**src/rtl/booth_ctrl.sv**
```systemverilog
`default_nettype none
// ============================================================================
//  Module   : booth_ctrl
//  Purpose  : Sequencing controller for a radix-2 Booth multiplier datapath.
//             Accepts a signed operand pair on a start/busy handshake, loads
//             the operands onto the datapath's shared load bus, steps the
//             add/subtract/shift iterations and captures the 2*WIDTH-bit
//             product from the datapath's A and Q registers.
//  Ports    : clk, rst            - clock, synchronous active-high reset
//             start, mcand, mplier - request and operands (sampled at accept)
//             busy, done, product  - handshake status and held result
//             data_out             - operand value onto datapath data_in
//             ldA..ldcnt           - datapath control strobes (registered)
//             q0, qm1, eqz         - datapath decision inputs
//             a_in, q_in           - datapath A/Q registers for the result
//  Revision : 1.0 - initial release
// ============================================================================
module booth_ctrl #(
  parameter int WIDTH = 16
) (
  input  logic               clk,
  input  logic               rst,
  input  logic               start,
  input  logic [WIDTH-1:0]   mcand,
  input  logic [WIDTH-1:0]   mplier,
  output logic               busy,
  output logic               done,
  output logic [2*WIDTH-1:0] product,
  output logic [WIDTH-1:0]   data_out,
  output logic               ldA,
  output logic               ldQ,
  output logic               ldM,
  output logic               clrA,
  output logic               clrQ,
  output logic               clrff,
  output logic               sftA,
  output logic               sftQ,
  output logic               addsub,
  output logic               decr,
  output logic               ldcnt,
  input  logic               q0,
  input  logic               qm1,
  input  logic               eqz,
  input  logic [WIDTH-1:0]   a_in,
  input  logic [WIDTH-1:0]   q_in
);

  typedef enum logic [2:0] {
    ST_IDLE  = 3'd0,
    ST_LOADM = 3'd1,
    ST_LOADQ = 3'd2,
    ST_CHECK = 3'd3,
    ST_ARITH = 3'd4,
    ST_SHIFT = 3'd5,
    ST_DONE  = 3'd6
  } state_t;

  state_t               state_q, state_d;
  logic                 op_add_q, op_add_d;
  logic [WIDTH-1:0]     mcand_q, mcand_d;
  logic [WIDTH-1:0]     mplier_q, mplier_d;
  logic [2*WIDTH-1:0]   product_q, product_d;

  // Registered outputs. Each is computed from the next state so that the
  // flopped value equals the decode of the current state.
  logic                 busy_q, busy_d;
  logic                 done_q, done_d;
  logic [WIDTH-1:0]     data_out_q, data_out_d;
  logic                 lda_q, lda_d;
  logic                 ldq_q, ldq_d;
  logic                 ldm_q, ldm_d;
  logic                 clra_q, clra_d;
  logic                 clrq_q, clrq_d;
  logic                 clrff_q, clrff_d;
  logic                 sfta_q, sfta_d;
  logic                 sftq_q, sftq_d;
  logic                 addsub_q, addsub_d;
  logic                 decr_q, decr_d;
  logic                 ldcnt_q, ldcnt_d;

  // Next-state and datapath-result logic
  always_comb begin
    state_d   = state_q;
    op_add_d  = op_add_q;
    mcand_d   = mcand_q;
    mplier_d  = mplier_q;
    product_d = product_q;

    case (state_q)
      ST_IDLE: begin
        if (start) begin
          mcand_d  = mcand;
          mplier_d = mplier;
          state_d  = ST_LOADM;
        end
      end
      ST_LOADM: state_d = ST_LOADQ;
      ST_LOADQ: state_d = ST_CHECK;
      ST_CHECK: begin
        // The counter reaches zero only after the last shift, so the
        // datapath holds the finished product in A:Q at this point.
        if (eqz) begin
          product_d = {a_in, q_in};
          state_d   = ST_DONE;
        end else begin
          case ({q0, qm1})
            2'b01: begin
              op_add_d = 1'b1;
              state_d  = ST_ARITH;
            end
            2'b10: begin
              op_add_d = 1'b0;
              state_d  = ST_ARITH;
            end
            default: state_d = ST_SHIFT;
          endcase
        end
      end
      // The add/subtract choice is already held in op_add, so any change
      // of qm1 during ARITH does not affect this iteration.
      ST_ARITH: state_d = ST_SHIFT;
      ST_SHIFT: state_d = ST_CHECK;
      ST_DONE:  state_d = ST_IDLE;
      default:  state_d = ST_IDLE;
    endcase
  end

  // Output decode from the next state, flopped below
  always_comb begin
    busy_d     = (state_d != ST_IDLE);
    done_d     = (state_d == ST_DONE);
    clrq_d     = (state_d == ST_IDLE);
    ldm_d      = (state_d == ST_LOADM);
    ldcnt_d    = (state_d == ST_LOADM);
    clra_d     = (state_d == ST_LOADM);
    ldq_d      = (state_d == ST_LOADQ);
    clrff_d    = (state_d == ST_LOADQ);
    lda_d      = (state_d == ST_ARITH);
    addsub_d   = (state_d == ST_ARITH) && op_add_d;
    sfta_d     = (state_d == ST_SHIFT);
    sftq_d     = (state_d == ST_SHIFT);
    decr_d     = (state_d == ST_SHIFT);
    data_out_d = '0;
    if (state_d == ST_LOADM) begin
      data_out_d = mcand_d;
    end else if (state_d == ST_LOADQ) begin
      data_out_d = mplier_d;
    end
  end

  always_ff @(posedge clk) begin
    if (rst) begin
      state_q    <= ST_IDLE;
      op_add_q   <= 1'b0;
      mcand_q    <= '0;
      mplier_q   <= '0;
      product_q  <= '0;
      busy_q     <= 1'b0;
      done_q     <= 1'b0;
      data_out_q <= '0;
      lda_q      <= 1'b0;
      ldq_q      <= 1'b0;
      ldm_q      <= 1'b0;
      clra_q     <= 1'b0;
      clrq_q     <= 1'b0;
      clrff_q    <= 1'b0;
      sfta_q     <= 1'b0;
      sftq_q     <= 1'b0;
      addsub_q   <= 1'b0;
      decr_q     <= 1'b0;
      ldcnt_q    <= 1'b0;
    end else begin
      state_q    <= state_d;
      op_add_q   <= op_add_d;
      mcand_q    <= mcand_d;
      mplier_q   <= mplier_d;
      product_q  <= product_d;
      busy_q     <= busy_d;
      done_q     <= done_d;
      data_out_q <= data_out_d;
      lda_q      <= lda_d;
      ldq_q      <= ldq_d;
      ldm_q      <= ldm_d;
      clra_q     <= clra_d;
      clrq_q     <= clrq_d;
      clrff_q    <= clrff_d;
      sfta_q     <= sfta_d;
      sftq_q     <= sftq_d;
      addsub_q   <= addsub_d;
      decr_q     <= decr_d;
      ldcnt_q    <= ldcnt_d;
    end
  end

  assign busy     = busy_q;
  assign done     = done_q;
  assign product  = product_q;
  assign data_out = data_out_q;
  assign ldA      = lda_q;
  assign ldQ      = ldq_q;
  assign ldM      = ldm_q;
  assign clrA     = clra_q;
  assign clrQ     = clrq_q;
  assign clrff    = clrff_q;
  assign sftA     = sfta_q;
  assign sftQ     = sftq_q;
  assign addsub   = addsub_q;
  assign decr     = decr_q;
  assign ldcnt    = ldcnt_q;

endmodule
`default_nettype wire

```
**config.mk**
```make
export PLATFORM = sky130hd
export DESIGN_NAME = booth_ctrl
export DESIGN_NICKNAME = d
export VERILOG_FILES = /design/src/rtl/booth_ctrl.sv
export SDC_FILE = /design/constraint.sdc
export NUM_CORES = 1
export LEC_CHECK = 0
export BUFFER_PORTS_ARGS = -buffer_cell sky130_fd_sc_hd__buf_2
export CAP_MARGIN = 15
export CORE_UTILIZATION = 48
export DETAILED_ROUTE_END_ITERATION = 6
export PLACE_DENSITY = 0.87
export RECOVER_POWER = 25
export SLEW_MARGIN = 10
export SYNTH_ARGS = -nofsm -noshare
export SYNTH_HDL_FRONTEND = slang
export SYNTH_SLANG_ARGS = --single-unit
export TNS_END_PERCENT = 50
```
**constraint.sdc**
```tcl
create_clock -name clk -period 3.86 [get_ports clk]
set_input_delay 0.386 -clock clk [delete_from_list [all_inputs] [get_ports clk]]
set_output_delay 0.386 -clock clk [all_outputs]
set_load 0.01 [all_outputs]
```
==> results.json, run 1 <==
{
  "power_mw": 1.57,
  "adder_and_majority_cell_fraction_of_the_synthesized_area_pct": 0.474,
  "internal-power_mw": 1.19,
  "cp_data_required_time_ps": 4120,
  "synth_async_sr_flop_share_pct": 0,
  "globalplace.congestion": 0.781,
  "post-route-min-period_ps": 2040,
  "yosys_warnings": 0,
  "ys_seq_area_share_pct": 56.9,
  "synth-edff-count": 0,
  "hold_viol_final": 0,
  "min_period_over_period_pct": 52.9,
  "die_extent_in_x_um": 76.1,
  "ys_dominant_reg_cell": "sky130_fd_sc_hd__dfxtp_1",
  "startpoint_type": "flop",
  "synthesis.area_sq_um": 2640,
  "fmaxAchievable_mhz": 490,
  "critical_path_arrival_ps": 2300,
  "num_rows": 26,
  "path_clk_slew_ps": 80,
  "latest_clock_arrival_within_the_worst_skew_pair_ps": 330,
  "worstPathMaxFanout": 32,
  "critPathSlowestCell": "sky130_fd_sc_hd__and4b_1",
  "syn2layout_area_growth_pct": 28.9,
  "slowest_delay_ps": 980,
  "cap_viol_max_count": 0,
  "setup_violations": 0,
  "grt_overflow_total": 0,
  "drt_pass1_iterations": 4,
  "mappedNetlistNets": 371,
  "layout.cells.most_common": "sky130_fd_sc_hd__buf_2",
  "layout_common_cells": "sky130_fd_sc_hd__buf_2, sky130_fd_sc_hd__nand2_1, sky130_fd_sc_hd__dfxtp_1",
  "ir_worst_vdd_v": 0.000396,
  "power.switching_uw": 376,
  "syn-instance-count": 300,
  "initial_antenna_violation_count": 0,
  "crit_type": "flop to flop",
  "setup.worst_path.end_class": "flop",
  "reg2reg_slack_ps": 1820,
  "switching_part_of_the_total_pct": 24.0,
  "drtAntennaViolNets": 0,
  "design.die.area_sq_um": 5800,
  "worst_pin_slew_ps": 1060,
  "hold_fix_buffers_cts": 0,
  "outcome": "finished, final reports clean",
  "grt_first_pass_wirelength_mm": 9.93,
  "power_frac_seq_pct": 52.8,
  "combPwrFrac_pct": 9.7,
  "cellLeakagePower_nw": 1.46,
  "post_cts.repair.setup_buffers": 0,
  "rsz0062_at_grt": "false",
  "pwr-share-clk_pct": 37.5,
  "dp.final_hpwl_mm": 4.29,
  "htree_num_levels": 3,
  "number_of_global_route_vias_before_repair": 2341,
  "cts_tree": "built",
  "track_usage_pct": 21.5,
  "fraction_of_synthesized_cell_area_taken_by_the_top_area_cell_type_pct": 56.9,
  "drive_gt1_share_pct": 28.9,
  "drt-total-wl_mm": 6.08,
  "design.portCount": 131,
  "drt_first_iter_violations": 102,
  "total_nets_final": 484,
  "cts_repair_resize_count": 0,
  "worstPathCellList": "and4b_1 > nand2_1 > a21oi_1",
  "pwrdens_nw_per_um2": 461,
  "clk_root_buffer_cell": "sky130_fd_sc_hd__clkbuf_8",
  "num_antenna_cells": 0,
  "synth.mux.area_fraction_pct": 0.380,
  "synth.largest_area_cell": "sky130_fd_sc_hd__dfxtp_1",
  "dominant_combinational_cell_family_by_area_after_synthesis": "simple AND/OR/NAND/NOR gates",
  "post_synth_xor_area_fraction_pct": 0,
  "routed_wire_length_per_instance_um": 12.5,
  "syn_avg_cell_area_sq_um": 8.79,
  "pin_count_of_the_biggest_net_entering_global_routing": 59,
  "main_area_contributors_after_synthesis": "sky130_fd_sc_hd__dfxtp_1, sky130_fd_sc_hd__nand2_1, sky130_fd_sc_hd__a21oi_1",
  "numClockSinks": 75,
  "cts-buffers-inserted": 9,
  "timing.max_slew.rel_slack_pct": 29.3,
  "postSynthRegisterBits": 75,
  "synth-simple-area-share_pct": 19.5,
  "synth_cell_type_count": 28,
  "routed-via-count": 2409,
  "buffer_ports.inserted": 130,
  "clock-skew-final_ps": 7.26,
  "initial_utilization_pct": 50.7,
  "core_sq_um": 5200,
  "setup_tns_ps": 0,
  "final_max_slew_viol_count": 0,
  "drc": 0,
  "floorplan.die.height_um": 76.1,
  "clockBufferDepth": 2,
  "vias_per_cell": 4.94,
  "synth_compound_area_share_pct": 16.1,
  "hold_path_class": "input pin to flop"
}
cells in the mapped netlist, types with 2 or more instances:
| library cell | instances |
|---|---|
| sky130_fd_sc_hd__clkbuf_1 | 17 |
| sky130_fd_sc_hd__nor2b_1 | 2 |
| sky130_fd_sc_hd__buf_2 | 7 |
| sky130_fd_sc_hd__inv_1 | 2 |
| sky130_fd_sc_hd__buf_4 | 7 |
| sky130_fd_sc_hd__a22o_1 | 16 |
| sky130_fd_sc_hd__nor2_1 | 4 |
| sky130_fd_sc_hd__a21oi_1 | 54 |
| sky130_fd_sc_hd__nand2_1 | 97 |
| sky130_fd_sc_hd__dfxtp_1 | 75 |
| sky130_fd_sc_hd__nand2b_1 | 2 |
kinds of logic after synthesis:
group,Yosys count
simple gates,116
buf+inv,35
mux,1
compound gates,72
flops,75
fa+ha+maj,1
metal layers:
metal  wire, um  GRT usage [%]
met1       2450           22.5
met5          0              0
met2       3190           39.9
met4        123           9.81
met3        315           5.75
layout make-up:
cell class / instances / area, sq um
Clock buffer: 12 / 145
Clock inverter: 4 / 50.0
Fill cell: 483 / 1810
Inverter: 3 / 11.3
Multi-Input combinational cell: 190 / 962
Sequential cell: 75 / 1500
Tap cell: 70 / 87.6
Timing Repair Buffer: 134 / 642
flip-flops by register name (all words and copies together) (netlist names):
signal    flops
addsub        1
clrff         1
done          1
state_q       3
clrQ          1
ldcnt         1
decr          1
ldA           1
busy          1
data_out     16
product      32
mplier_q     16
through the flow:
stage	hold slack (ps)	utilization, %	instance area, sq um	worst slack [ps]	instances
floorplan	436	-	2640	2410	300
CTS	257	66.1	3440	1780	488
finish	266	65.3	3400	1820	488
detailed placement	444	62.3	3240	1780	472
global placement	439	62.3	3240	1950	472
global route	248	65.3	3400	1620	488
final timing paths:
| kind | startpoint | to | depth (start not counted) |
|---|---|---|---|
| min | mcand[0] | data_out[0] | 2 |
| max reg2reg | state_q[1] | product[20] | 3 |
| min reg2reg | product[6] | product[6] | 2 |
| max | state_q[1] | product[20] | 3 |
power groups by stage:
stage               clock network (mW)  registers [mW]  logic (mW)
floorplan                            0           0.847      0.0907
global placement                     0           0.842       0.152
detailed placement                   0           0.845       0.156
CTS                              0.596           0.827       0.156
global route                     0.632           0.832       0.169
finish                           0.588           0.828       0.152
worst max-delay path: cells and delay by family (launching register included):
kind	cells	cell delay [ps]
flip-flops	1	620
AO/OA/AOI/OAI	1	200
AND/OR/NAND/NOR	2	1150
(Power assumes the default switching activity.)
==> run 2: changes to the inputs <==
ABC_AREA = 1   (was not set)
CORE_UTILIZATION = 46   (was 48)
PLACE_DENSITY = 0.82   (was 0.87)
clock period = 2.05 ns   (was 3.86 ns; I/O delays follow)
==> run 2 against run 1 <==
First-iteration DRC count rose by 23%; area after synthesis up 15%; core utilization fell by 6.8 points; synthesized cell count rose by 28%; global-route usage decreased by 1.2 points; total power up 100%; clock power grew 69%; critical endpoint is now data_out[8]; largest power group unchanged.
==> results.json, run 2 <==
{
  "outcome": "finished, final reports clean",
  "post_cts.repair.setup_buffers": 0,
  "post_dp_cell_area_sq_um": 3580,
  "drt_pass1_iterations": 4,
  "postSynthRegisterBits": 76,
  "grt_first_pass_wirelength_mm": 11.4,
  "design.portCount": 131,
  "synth-edff-count": 0,
  "synth_cell_type_count": 24,
  "layout.cells.most_common": "sky130_fd_sc_hd__buf_2",
  "clock-skew-final_ps": 6.76,
  "internal-power_mw": 2.28,
  "cap_viol_max_count": 0,
  "final_instance_area_sq_um": 3710,
  "routed_wire_length_per_instance_um": 11.8,
  "synth.largest_area_cell": "sky130_fd_sc_hd__dfxtp_1",
  "layout_common_cells": "sky130_fd_sc_hd__buf_2, sky130_fd_sc_hd__nand2_1, sky130_fd_sc_hd__dfxtp_1",
  "routed-via-count": 2809,
  "syn2layout_area_growth_pct": 22.1,
  "startpoint_type": "flop",
  "synth_async_sr_flop_share_pct": 0,
  "num_antenna_cells": 0,
  "synth_compound_area_share_pct": 8.73,
  "count_leader_synth": "sky130_fd_sc_hd__nand2_1",
  "buffer_ports.inserted": 130,
  "num_rows": 29,
  "hold_path_class": "input pin to flop",
  "post-route-min-period_ps": 1630,
  "floorplan.die.height_um": 83.3,
  "design.die.area_sq_um": 6940,
  "setup.worst_path.end_class": "flop",
  "synth-simple-area-share_pct": 29.0,
  "htree_num_levels": 3,
  "cp_data_required_time_ps": 2260,
  "ys_dominant_reg_cell": "sky130_fd_sc_hd__dfxtp_1",
  "rsz0062_at_grt": "false",
  "track_usage_pct": 20.3,
  "setup_violations": 0,
  "critical_path_arrival_ps": 1850,
  "cts-buffers-inserted": 9,
  "vias_per_cell": 4.86,
  "adder_and_majority_cell_fraction_of_the_synthesized_area_pct": 0.412,
  "final_max_slew_viol_count": 0,
  "ir_worst_vdd_v": 0.000513,
  "cellLeakagePower_nw": 1.69,
  "latest_clock_arrival_within_the_worst_skew_pair_ps": 340,
  "mappedNetlistNets": 454,
  "main_area_contributors_after_synthesis": "sky130_fd_sc_hd__dfxtp_1, sky130_fd_sc_hd__nand2_1, sky130_fd_sc_hd__nand3_1",
  "pin_count_of_the_biggest_net_entering_global_routing": 45,
  "worstPathMaxFanout": 35,
  "path_clk_slew_ps": 70,
  "drive_gt1_share_pct": 25.5,
  "switching_part_of_the_total_pct": 27.8,
  "setup_tns_ps": 0,
  "synthTopCellsByCount": "sky130_fd_sc_hd__nand2_1, sky130_fd_sc_hd__dfxtp_1, sky130_fd_sc_hd__nand3_1",
  "die_extent_in_x_um": 83.3,
  "largest_register_ff_count": 32,
  "syn-instance-count": 383,
  "drc": 0,
  "synth.mux.area_fraction_pct": 0,
  "cts_tree": "built",
  "hold_fix_buffers_cts": 0,
  "min_period_over_period_pct": 79.6,
  "fraction_of_synthesized_cell_area_taken_by_the_top_area_cell_type_pct": 50.1,
  "dp.final_hpwl_mm": 4.63,
  "pwr-share-clk_pct": 31.4,
  "core_sq_um": 6350,
  "ys_seq_area_share_pct": 50.1,
  "crit_type": "flop to flop",
  "numClockSinks": 76,
  "cts_repair_resize_count": 0,
  "power.switching_uw": 880,
  "clk_root_buffer_cell": "sky130_fd_sc_hd__clkbuf_8",
  "fmaxAchievable_mhz": 613,
  "synthesis.area_sq_um": 3040,
  "initial_antenna_violation_count": 0,
  "yosys_warnings": 0,
  "drtAntennaViolNets": 0,
  "hold_ws_ps": 106,
  "combPwrFrac_pct": 17.2,
  "timing.max_slew.rel_slack_pct": 62.2,
  "syn_avg_cell_area_sq_um": 7.94,
  "pwrdens_nw_per_um2": 851,
  "drt_first_iter_violations": 125,
  "clockBufferDepth": 2,
  "hold_viol_final": 0,
  "grt_overflow_total": 0,
  "globalplace.congestion": 0.776,
  "initial_utilization_pct": 47.9,
  "number_of_global_route_vias_before_repair": 2654,
  "drt-total-wl_mm": 6.82,
  "post_synth_xor_area_fraction_pct": 0,
  "worst_pin_slew_ps": 565,
  "power_frac_seq_pct": 51.4,
  "dominant_combinational_cell_family_by_area_after_synthesis": "simple AND/OR/NAND/NOR gates",
  "total_nets_final": 568
}
run 2: cell count changes after synthesis, moves of 14 or more:
cell / delta
sky130_fd_sc_hd__nand3_1: +51
sky130_fd_sc_hd__inv_1: +27
sky130_fd_sc_hd__nor2_1: +23
sky130_fd_sc_hd__a22o_1: -16
sky130_fd_sc_hd__or2_1: +15
sky130_fd_sc_hd__nand2_1: -14
run 2: final timing paths:
check / startpoint / endpoint / slack, ps / cells after the start
max: state_q[1] / data_out[8] / 420 / 5
min: mcand[1] / data_out[1] / 110 / 3
max reg2reg: state_q[1] / data_out[8] / 420 / 5
min reg2reg: product[5] / product[5] / 460 / 2
run 2: cell families (layout without fill, tap and decap cells):
| logic type | after synthesis | after routing |
|---|---|---|
| simple gates | 190 | 190 |
| compound gates | 53 | 53 |
| flops | 76 | 76 |
| buf+inv | 63 | 181 |
| fa+ha+maj | 1 | 1 |
run 2: area by class of cell:
cell class / instances / area, sq um
Fill cell: 622 / 2640
Sequential cell: 76 / 1520
Multi-Input combinational cell: 244 / 1160
Timing Repair Buffer: 136 / 654
Clock buffer: 13 / 159
Inverter: 30 / 113
Tap cell: 77 / 96.3
Clock inverter: 2 / 10.0
run 2: metrics by stage:
| step | util [%] | std cells | worst slack [ps] | power [mW] |
|---|---|---|---|---|
| global placement | 56.5 | 563 | 530 | 2.19 |
| floorplan | - | 383 | 801 | 2.06 |
| detailed placement | 56.5 | 563 | 445 | 2.21 |
| finish | 58.5 | 578 | 418 | 3.16 |
| global route | 58.5 | 578 | 276 | 3.35 |
| CTS | 59.1 | 578 | 425 | 3.20 |
run 2: power groups by stage:
stage,combinational [mW],clock [mW],sequential (mW)
CTS,0.558,1.02,1.62
global placement,0.537,0,1.65
floorplan,0.381,0,1.68
finish,0.543,0.992,1.62
detailed placement,0.552,0,1.66
global route,0.615,1.10,1.63
run 2: critical path, cell delays in order, from the launching register on:
cell and delay (ps):
sky130_fd_sc_hd__dfxtp_1 510, sky130_fd_sc_hd__nor2_2 80, sky130_fd_sc_hd__nand2_2 440, sky130_fd_sc_hd__inv_2 260, sky130_fd_sc_hd__nand2_1 130, sky130_fd_sc_hd__a21oi_1 70
run 2: routing by layer:
metal	up-vias	GRT usage (%)	share of wire, %
met2	98	34.3	48
met1	1272	23.8	44
met5	-	0	0
li1	1431	-	-
met4	0	7.05	1.2
met3	8	7.16	6.6
